`config.mk`:
```
export PLATFORM = sky130hd
export DESIGN_NAME = e203_stim_seq
export DESIGN_NICKNAME = d
export VERILOG_FILES = /design/src/rtl/e203_stim_seq.sv
export SDC_FILE = /design/constraint.sdc
export NUM_CORES = 1
export LEC_CHECK = 0
export CORE_UTILIZATION = 64
export CTS_CLUSTER_DIAMETER = 120
export DETAILED_ROUTE_END_ITERATION = 10
export DONT_BUFFER_PORTS = 1
export PLACE_DENSITY = 0.81
export SYNTH_ARGS = -nofsm -noshare
export SYNTH_HDL_FRONTEND = slang
export SYNTH_SLANG_ARGS = --single-unit
export TNS_END_PERCENT = 20
```
`constraint.sdc`:
```
create_clock -name clk -period 3.5 [get_ports clk]
set_clock_uncertainty 0.1 [all_clocks]
set_input_delay 0.35 -clock clk [delete_from_list [all_inputs] [get_ports clk]]
set_output_delay 0.35 -clock clk [all_outputs]
set_load 0.02 [all_outputs]
```
`src/rtl/e203_stim_seq.sv`:
```
// e203_stim_seq: parametrised stimulus sequencer (DUT reset, zeros, ones, walking-one, LFSR random) with match scoring
// Ports: clk/rst_n clock and async active-low reset; start/abort sequence control; tb_match bench compare result;
//        stim_o CH_NUM lanes of CH_W bits; stim_vld stimulus valid; dut_rst_n reset to the DUT; phase/busy/done status;
//        mismatch_cnt saturating mismatch count; first_fail_phase phase of first mismatch (7 = none).
module e203_stim_seq #(
  parameter int          CH_NUM    = 4,
  parameter int          CH_W      = 32,
  parameter int          HOLD      = 2,
  parameter int          RAND_ITER = 100,
  parameter int          RST_HOLD  = 2,
  parameter logic [31:0] LFSR_SEED = 32'h0000_0001
) (
  input  logic                     clk,
  input  logic                     rst_n,
  input  logic                     start,
  input  logic                     abort,
  input  logic                     tb_match,
  output logic [CH_NUM*CH_W-1:0]   stim_o,
  output logic                     stim_vld,
  output logic                     dut_rst_n,
  output logic [2:0]               phase,
  output logic                     busy,
  output logic                     done,
  output logic [15:0]              mismatch_cnt,
  output logic [2:0]               first_fail_phase
);
  localparam int W = CH_NUM * CH_W;
  typedef enum logic [2:0] {IDLE, RST, ZERO, ONES, WALK, RAND, DONE} phase_e;
  phase_e        phase_q, phase_d;
  logic [31:0]   hcnt_q, hcnt_d, scnt_q, scnt_d;
  logic [31:0]   lfsr_q [CH_NUM];
  logic [31:0]   lfsr_d [CH_NUM];
  logic [31:0]   lfsr_nx [CH_NUM];
  logic [W-1:0]  stim_q, stim_d, rand_now, rand_nx;
  logic          dut_rst_q;
  logic [15:0]   mm_q, mm_d;
  logic [2:0]    ffp_q, ffp_d;
  logic          last, score;
  function automatic logic [W-1:0] walk(input logic [31:0] s);
    logic [W-1:0] v;
    v = '0;
    for (int c = 0; c < CH_NUM; c++) v[c*CH_W +: CH_W] = CH_W'(1) << ((s + 32'(c)) % 32'(CH_W));
    return v;
  endfunction
  // Left-shifting Galois LFSR, feedback mask 32'h8020_0003
  for (genvar c = 0; c < CH_NUM; c++) begin : g_ch
    assign lfsr_nx[c] = {lfsr_q[c][30:0], 1'b0} ^ (lfsr_q[c][31] ? 32'h8020_0003 : 32'h0);
    assign rand_now[c*CH_W +: CH_W] = lfsr_q[c][CH_W-1:0];
    assign rand_nx[c*CH_W +: CH_W]  = lfsr_nx[c][CH_W-1:0];
  end
  assign last  = (phase_q == RST) ? (hcnt_q == 32'(RST_HOLD - 1)) : (hcnt_q == 32'(HOLD - 1));
  // The first cycle of each held value is DUT settle time and is never scored
  assign score = stim_vld && dut_rst_q && (hcnt_q != '0);
  always_comb begin
    phase_d = phase_q;
    hcnt_d  = last ? '0 : hcnt_q + 32'd1;
    scnt_d  = scnt_q;
    stim_d  = stim_q;
    lfsr_d  = lfsr_q;
    mm_d    = (score && !tb_match && mm_q != 16'hFFFF) ? mm_q + 16'd1 : mm_q;
    ffp_d   = (score && !tb_match && ffp_q == 3'd7) ? phase_q : ffp_q;
    if (abort) begin
      phase_d = IDLE;
      hcnt_d  = '0;
      scnt_d  = '0;
      stim_d  = '0;
    end else begin
      case (phase_q)
        IDLE, DONE: begin
          hcnt_d = '0;
          if (start) begin
            phase_d = RST;
            scnt_d  = '0;
            stim_d  = '0;
            mm_d    = '0;
            ffp_d   = 3'd7;
            for (int c = 0; c < CH_NUM; c++) lfsr_d[c] = LFSR_SEED + 32'(c) + 32'd1;
          end
        end
        RST:  if (last) phase_d = ZERO;
        ZERO: if (last) begin
          phase_d = ONES;
          stim_d  = '1;
        end
        ONES: if (last) begin
          phase_d = WALK;
          scnt_d  = '0;
          stim_d  = walk('0);
        end
        WALK: if (last) begin
          if (scnt_q == 32'(CH_W - 1)) begin
            phase_d = RAND;
            scnt_d  = '0;
            stim_d  = rand_now;
          end else begin
            scnt_d = scnt_q + 32'd1;
            stim_d = walk(scnt_q + 32'd1);
          end
        end
        RAND: if (last) begin
          lfsr_d = lfsr_nx;
          if (scnt_q == 32'(RAND_ITER - 1)) begin
            phase_d = DONE;
            stim_d  = '0;
          end else begin
            scnt_d = scnt_q + 32'd1;
            stim_d = rand_nx;
          end
        end
        default: phase_d = IDLE;
      endcase
    end
  end
  always_ff @(posedge clk or negedge rst_n) begin
    if (!rst_n) begin
      phase_q   <= IDLE;
      hcnt_q    <= '0;
      scnt_q    <= '0;
      stim_q    <= '0;
      dut_rst_q <= 1'b0;
      mm_q      <= '0;
      ffp_q     <= 3'd7;
      for (int c = 0; c < CH_NUM; c++) lfsr_q[c] <= LFSR_SEED + 32'(c) + 32'd1;
    end else begin
      phase_q   <= phase_d;
      hcnt_q    <= hcnt_d;
      scnt_q    <= scnt_d;
      stim_q    <= stim_d;
      dut_rst_q <= (phase_d != RST);
      mm_q      <= mm_d;
      ffp_q     <= ffp_d;
      lfsr_q    <= lfsr_d;
    end
  end
  assign stim_o           = stim_q;
  assign stim_vld         = (phase_q == ZERO) || (phase_q == ONES) || (phase_q == WALK) || (phase_q == RAND);
  assign dut_rst_n        = dut_rst_q;
  assign phase            = phase_q;
  assign busy             = (phase_q != IDLE) && (phase_q != DONE);
  assign done             = (phase_q == DONE);
  assign mismatch_cnt     = mm_q;
  assign first_fail_phase = ffp_q;
endmodule

```
# Yosys cells after proc, flatten, opt, wreduce, memory -nomap -nowiden
# Index checks and enable logic that the tools add are counted.
# word_totals
wordCells	112
register_bits	343
output_inout_bits	154
# op_classes
n_eq_ne	21
muxes	45
n_addsub	6
n_reduce_logical	20
shifts	4
n_bitwise	5
# ops
cell	n
128-bit 2-to-1 mux	10
128-bit case mux with 5 select lines	1
32-bit 2-to-1 mux	14
128-bit case mux with 2 select lines	1
32-bit case mux with 4 select lines	1
1-bit by 5-bit << shifter with 32-bit output, first input constant	4
32-bit bitwise XOR	4
32-bit by 1-bit adder with 32-bit output, second input constant	2
16-bit 2-to-1 mux	4
3-bit 2-to-1 mux	13
32-bit by 1-bit == test with 1-bit output, second input constant	1
32-bit by 5-bit == test with 1-bit output, second input constant	1
32-bit by 7-bit == test with 1-bit output, second input constant	1
32-bit nonzero test	1
3-bit inequality test, second input constant	7
3-bit case mux with 6 select lines	1
16-bit by 1-bit adder with 16-bit output, second input constant	1
16-bit inequality test, second input constant	1
3-bit == test, second input constant	4
6-bit AND reduction	2
5-bit by 2-bit adder with 5-bit output, second input constant	2
3-bit by 2-bit == test with 1-bit output, second input constant	2
1-bit logical AND	6
6-bit nonzero test	1
other kinds (13)	16

# Logic depth before layout (Yosys ltp)
# Gate-level depths: netlist (run 1).
# logic_depth
depth_word	12
mapped_depth	12
ltp_nobuf	10

# Worst setup path before layout (run 1)
# No wires, ideal clock.
# synth_timing
kind	register to register
start	reg scnt_q[0]
end	reg stim_q[97], in the netlist stim_o[97]
path_buffers	2
arrival_time_ns	2.669
synth_period_minus_slack_ns	2.904
path_stages_with_launch	13
setup_slack_ns	0.596
path_cell_list	dfrtp_1 clkbuf_1 inv_1 ha_1 inv_1 ha_1 nor2b_1 or4b_1 and3_1 buf_2 and3_1 a32oi_1 o21ai_0
# synth_between
elab_chain_len	7
word_cells_on_any_way	11
cone_classes	2 x add/sub; 2 x eq/ne; 1 x shift; 6 x mux
# synth_rtl
item	line_no	text
from (decl)	30	logic [31:0] hcnt_q, hcnt_d, scnt_q, scnt_d;
from (signal assigned)	127	scnt_q <= scnt_d;
32-bit by 1-bit adder with 32-bit output	--	
5-bit by 2-bit adder with 5-bit output	42	for (int c = 0; c < CH_NUM; c++) v[c*CH_W +: CH_W] = CH_W'(1) << ((s + 32'(c)) % 32'(CH_W));
1-bit by 5-bit << shifter with 32-bit output	42	
128-bit 2-to-1 mux	91	if (scnt_q == 32'(CH_W - 1)) begin
128-bit 2-to-1 mux	90	WALK: if (last) begin
128-bit case mux with 5 select lines *	68	case (phase_q)
128-bit 2-to-1 mux *	62	if (abort) begin
to (signal assigned)	128	stim_q <= stim_d;
to (decl)	34	logic [W-1:0] stim_q, stim_d, rand_now, rand_nx;
# Every way passes the cells marked *; elsewhere a longest branch is shown, timed or not. The select of a mux whose other input is x is not followed.
# A chain may end at the register's enable or synchronous reset.

# Final worst setup path (run 1)
# layout_timing
start	reg scnt_q[0]
end	reg stim_q[108], in the netlist stim_o[108]
# The elaborated chain is that of the path after synthesis.

==> results.cfg, run 1 <==
[timing]
worst_margin_slew_ns = 0.992
max-slew-margin-rel = 0.339
max_clock_freq_mhz = 314
setup_viol = 0
final-hold-violation-count = 339
final.period_utilization = 0.911
period_minus_slack_ns = 3.19
setup_tns_ns = 0
unrepaired_setup_endpoints_after_global_routing = false
slew_limit_fails = 0
hold_slack_ns = -0.567
setup_ws_ns = 0.312

[drt]
wirelength_met1_um = 19500
wire_per_inst_um = 21.9
final_antenna_net_count = 0
met2_wirelength_um = 22700
drcViolationCount = 0
route.final.wire_length_um = 48700
dr.max_layer_used = met4
drtIter0Drc = 2045
post_drt_via_cell_ratio = 6.89
vias = 15300
met3RoutedLength_um = 4680
dr.pass1.iters = 6

[place]
detailedPlacementHpwl_um = 31100
placedInstanceArea_um2 = 17900
port_buffers = 0
dpl_worst_slack_ns = 0.197
numPlacedInstances = 2155
globalplace.congestion = 0.886

[layout]
layout.cell_area.non_filler_um2 = 19200
synth_to_final_area_change_pct = 8.84
post_route_cells_drive_above_1_share = 0.0901
layout_cells_excl_fill = 2227
antennaDiodeCount = 0
finish.net_count = 1875
utilization = 0.711

[cts]
clock_latency_late_sink_ns = 0.52
htree_depth = 2
cts_buffers = 38
number_of_hold_repair_buffers_added_at_the_cts_stage = 2
clock_sink_count = 343
cts.reportedPaths.clkPinSlew_ns = 0.06
clk_path_buf_depth = 3
cts_tree = yes
cts.root.buffer_cell = clkbuf_16

[synthesis]
synthDistinctLibCells = 83
synth_warn = 0
synthTopCellsByCount = nand2_1, dfrtp_1, nand3_1
synth_enable_flop_cells = 0
ys_async_sr_fraction = 1.00
syn-cell-area_um2 = 17600
synth_top_cell_by_area = dfrtp_1
synth_top_cells_by_area = dfrtp_1, nand2_1, nand3_1, a221oi_1, o21ai_0
synth_ff_type = dfrtp_1
post_synth_inst_count = 1920
yosysSeqAreaShare = 0.487
post-synth-top-count-cell = nand2_1
ys_seq_elements = 343
mappedNetlistNets = 1939
synth_top_area_share = 0.474
syn_avg_cell_area_um2 = 9.19

[power]
vdd.ir_drop.worst_mv = 0.321
p_leak_nw = 8.30
power_per_cell_area_nw_per_um2 = 430
fin_total_pwr_mw = 8.26

[run]
maxCapViolations = 0

[setup_path]
worstPathArrival_ns = 3.52
critical_path.startpoint_type = flop
critical_path_required_ns = 3.83
reg2reg_setup_slack_ns = 0.31
endpoint_kind = flop
critical_path_peak_fanout = 12
crit_type = flop to flop

[die]
ioPinCount = 159
design.die.area_um2 = 28200
num_rows = 60
floorplan.die.width_um = 168
core_um2 = 27000
initial_core_util = 0.653
die_h_um = 168

[global_route]
grtUsageTotal = 0.347
antenna_violations_before_repair = 0
remaining_overflow_grt = 0
grt_pass1_vias = 14400
grt_start_max_net_pins = 344
global_route_wire_length_before_repair_um = 78400

[run_status]
violations = hold timing
status = finished, violations left

[min_path]
holdCritPathClass = primary input to async pin
layer usage:
layer  global-route usage  vias to the layer above
met2                0.550                      805
met4                0.136                        0
met5                    0                        -
met1                0.464                     7490
li1                     -                     6918
met3               0.0816                      131
placed cells by master (no fill, tap or decap), types with 19 or more instances in the layout:
cell type / count
nand2_1: 359
dfrtp_1: 334
nand3_1: 177
o21ai_0: 140
a221oi_1: 91
nor2_1: 72
a21oi_1: 67
clkbuf_16: 41
a22oi_1: 40
buf_4: 38
nor3_1: 34
a221o_1: 32
o21ai_1: 32
xnor2_1: 27
inv_1: 26
or3_1: 26
xor2_1: 24
and3_1: 23
nand4_1: 19
sequential cells by signal, indices dropped and copies added, names as in the netlist:
register / flops
dut_rst_n: 1
first_fail_phase: 3
hcnt_q: 32
lfsr_q: 128
mismatch_cnt: 16
phase: 3
scnt_q: 32
stim_o: 128
critical path, stage by stage, from the launching register on:
cell and delay (ns):
dfrtp_1 0.54, ha_1 0.43, xor2_2 0.20, ha_1 0.35
or4b_1 0.57, and3_1 0.29, nor2b_1 0.31, a21oi_1 0.12
o21ai_0 0.17
power breakdown:
group	switching [mW]	internal [mW]	leakage (nW)
logic	0.207	0.0756	2.91
registers	0.00957	3.97	4.76
clock network	1.60	2.39	0.630
total	1.82	6.44	8.30
logic make-up after synthesis:
group,after synthesis,share of synthesized area
and+or+nand+nor,818,0.231
AOI/OAI and AO/OA,508,0.198
DFF,343,0.487
buffers and inverters,178,0.0430
xor gates and xnor gates,55,0.0281
adders and majority gates,14,0.00993
muxes,4,0.00227
repair_timing:
| item | 4_1_cts | 5_1_grt |
|---|---|---|
| resized for setup | 0 | 3 |
| endpoints found under the hold margin | 346 | 343 |
| setup endpoints to repair | 0 | 11 |
| setup buffers | 0 | 0 |
worst paths after layout:
path                       startpoint           to  cells past startpoint
max                         scnt_q[0]  stim_o[108]                      8
min                             rst_n    stim_o[9]                      0
max reg2reg                 scnt_q[0]  stim_o[108]                      8
min reg2reg                lfsr_q[65]   lfsr_q[66]                      2
max in group asynchronous       rst_n  stim_o[111]                      0
min in group clk                abort   lfsr_q[21]                      3
area by class of cell:
type / instances / area (um^2)
clock buffers: 62 / 1220
fillers: 1979 / 7820
flip-flops and latches: 343 / 8590
inverters: 26 / 97.6
clock inverters: 8 / 46.3
repair buffers: 48 / 465
well taps: 341 / 427
multi-input cells: 1399 / 8350
Note: power is estimated with default switching activity, not from simulation.
==> run 2, diff against run 1 <==
--- a/config.mk
+++ b/config.mk
@@ -5,11 +5,11 @@
 export SDC_FILE = /design/constraint.sdc
 export NUM_CORES = 1
 export LEC_CHECK = 0
-export CORE_UTILIZATION = 64
+export CORE_UTILIZATION = 60
+export CTS_BUF_LIST = sky130_fd_sc_hd__clkbuf_8
 export CTS_CLUSTER_DIAMETER = 120
 export DETAILED_ROUTE_END_ITERATION = 10
-export DONT_BUFFER_PORTS = 1
-export PLACE_DENSITY = 0.81
+export PLACE_DENSITY = 0.84
 export SYNTH_ARGS = -nofsm -noshare
 export SYNTH_HDL_FRONTEND = slang
 export SYNTH_SLANG_ARGS = --single-unit
==> results.cfg, run 2 (synthesis gave the netlist of run 1 again) <==
[run_status]
status = complete, no violations

[setup_path]
critical-path-max-stage-delay_ns = 0.52
critical_path.startpoint_type = flop
worstPathArrival_ns = 3.59
critical_path_peak_fanout = 13
worstPathCellList = ha_1 -> xor2_1 -> ha_1 -> a41oi_1 -> o31ai_1 -> and3_2 -> a21boi_0 -> a32oi_1 -> o21ai_1
most_common_cell_type_on_the_critical_path = ha_1
worst_path_max_delay_cell = dfrtp_1
crit_type = flop to flop
critical_path_required_ns = 3.91
endpoint_kind = flop

[timing]
max_clock_freq_mhz = 315
max-slew-margin-rel = 0.370
final.period_utilization = 0.907
unrepaired_setup_endpoints_after_global_routing = false
worst_margin_slew_ns = 0.945
setup_tns_ns = 0
final-hold-violation-count = 0
setup_viol = 0
period_minus_slack_ns = 3.18
slew_limit_fails = 0

[die]
design.die.area_um2 = 30100
initial_core_util = 0.613
ioPinCount = 159
core_um2 = 28800
die_h_um = 173
num_rows = 62
floorplan.die.width_um = 173

[cts]
cts_buffers = 56
cts.reportedPaths.clkPinSlew_ns = 0.07
clock_sink_count = 343
cts.root.buffer_cell = clkbuf_8
htree_depth = 2
cts_tree = yes
clock_latency_late_sink_ns = 0.61
clk_path_buf_depth = 3

[drt]
wire_per_inst_um = 20.7
route.final.wire_length_um = 50900
vias = 16300
final_antenna_net_count = 0
drcViolationCount = 0
dr.pass1.iters = 6
post_drt_via_cell_ratio = 6.63
drtIter0Drc = 2263

[global_route]
global_route_wire_length_before_repair_um = 82600
grt_start_max_net_pins = 130
grt_pass1_vias = 15700
remaining_overflow_grt = 0
antenna_violations_before_repair = 0
grtUsageTotal = 0.339

[power]
power_per_cell_area_nw_per_um2 = 375
p_leak_nw = 8.90
vdd.ir_drop.worst_mv = 0.280

[place]
port_buffers = 158
detailedPlacementHpwl_um = 32800
globalplace.congestion = 0.898
placedInstanceArea_um2 = 19600

[layout]
finish.net_count = 2055
commonest_cells_after_routing_fill_and_taps_aside = nand2_1, dfrtp_1, nand3_1
post_route_cells_drive_above_1_share = 0.0895
layout.cell_area.non_filler_um2 = 20700
layout.cells.most_common = nand2_1
antennaDiodeCount = 0
synth_to_final_area_change_pct = 17.4

[min_path]
holdCritPathClass = primary input to async pin

[run]
maxCapViolations = 0
==> run 2: cell count changes in the layout (fill, tap and decap cells not counted), moves of 2 or more <==
cell | previous run | this run
clkdlybuf4s50_1 | 0 | 157
clkbuf_8 | 12 | 63
clkbuf_16 | 41 | 0
inv_1 | 26 | 56
clkbuf_1 | 9 | 0
buf_12 | 8 | 11
clkinv_2 | 6 | 3
buf_4 | 38 | 40
bufinv_16 | 0 | 2
==> run 2: worst paths after layout <==
kind | cells after the start | startpoint | to | slack (ns)
worst max-delay path | 9 | scnt_q[1] | stim_o[115] | 0.32
worst min-delay path | 2 | rst_n | stim_o[8] | 0.32
worst max register to register | 9 | scnt_q[1] | stim_o[115] | 0.32
worst min register to register | 2 | stim_o[31] | stim_o[31] | 0.38
max in group asynchronous | 3 | rst_n | stim_o[73] | 1.95
min in group clk | 2 | stim_o[31] | stim_o[31] | 0.38
==> run 2: timing repair <==
item | in CTS | in global routing
buffers inserted | 0 | 0
endpoints found under the setup margin | 0 | 12
hold endpoints to repair | 95 | 0
gates resized for setup | 0 | 2
hold buffers | 1 | 0
==> run 2: layer usage <==
| metal | part of all wire | vias to the layer above | track usage | wire length (um) |
|---|---|---|---|---|
| li1 | - | 7272 | - | - |
| met3 | 0.090 | 150 | 0.0583 | 4600 |
| met1 | 0.41 | 8035 | 0.466 | 20600 |
| met2 | 0.47 | 867 | 0.535 | 23900 |
| met4 | 0.035 | 0 | 0.140 | 1810 |
| met5 | 0 | - | 0 | 0 |
==> run 2: layout make-up <==
class	count	area, um^2
flip-flops and latches	343	8590
multi-input cells	1399	8350
fillers	2085	8070
repair buffers	210	2120
clock buffers	63	867
well taps	384	480
clock inverters	38	211
inverters	26	97.6
==> run 2: per-stage QoR <==
stage	setup WS (ns)	util	std cells	hold WS, ns	power, mW
after global routing	0.0390	0.720	2463	0.379	7.98
after detailed placement	0.255	0.682	2361	0.367	4.43
after global placement	0.263	0.682	2361	0.361	4.42
after floorplan	0.596	-	1920	-0.0456	4.24
after CTS	0.173	0.719	2463	0.344	7.78
final	0.324	0.720	2463	0.321	7.76
==> run 2: report_power, final <==
group	leakage [nW]	switching [mW]	internal, mW
logic	3.48	0.291	0.0942
clock network	0.657	1.61	1.78
registers	4.76	0.00618	3.97
==> run 2: critical path: cells and delay by family (launching register included) <==
family | cells | cell delay (ns)
xor+xnor | 1 | 0.29
flops | 1 | 0.52
simple gates | 1 | 0.41
compound gates | 5 | 0.99
fa+ha+maj | 2 | 0.76
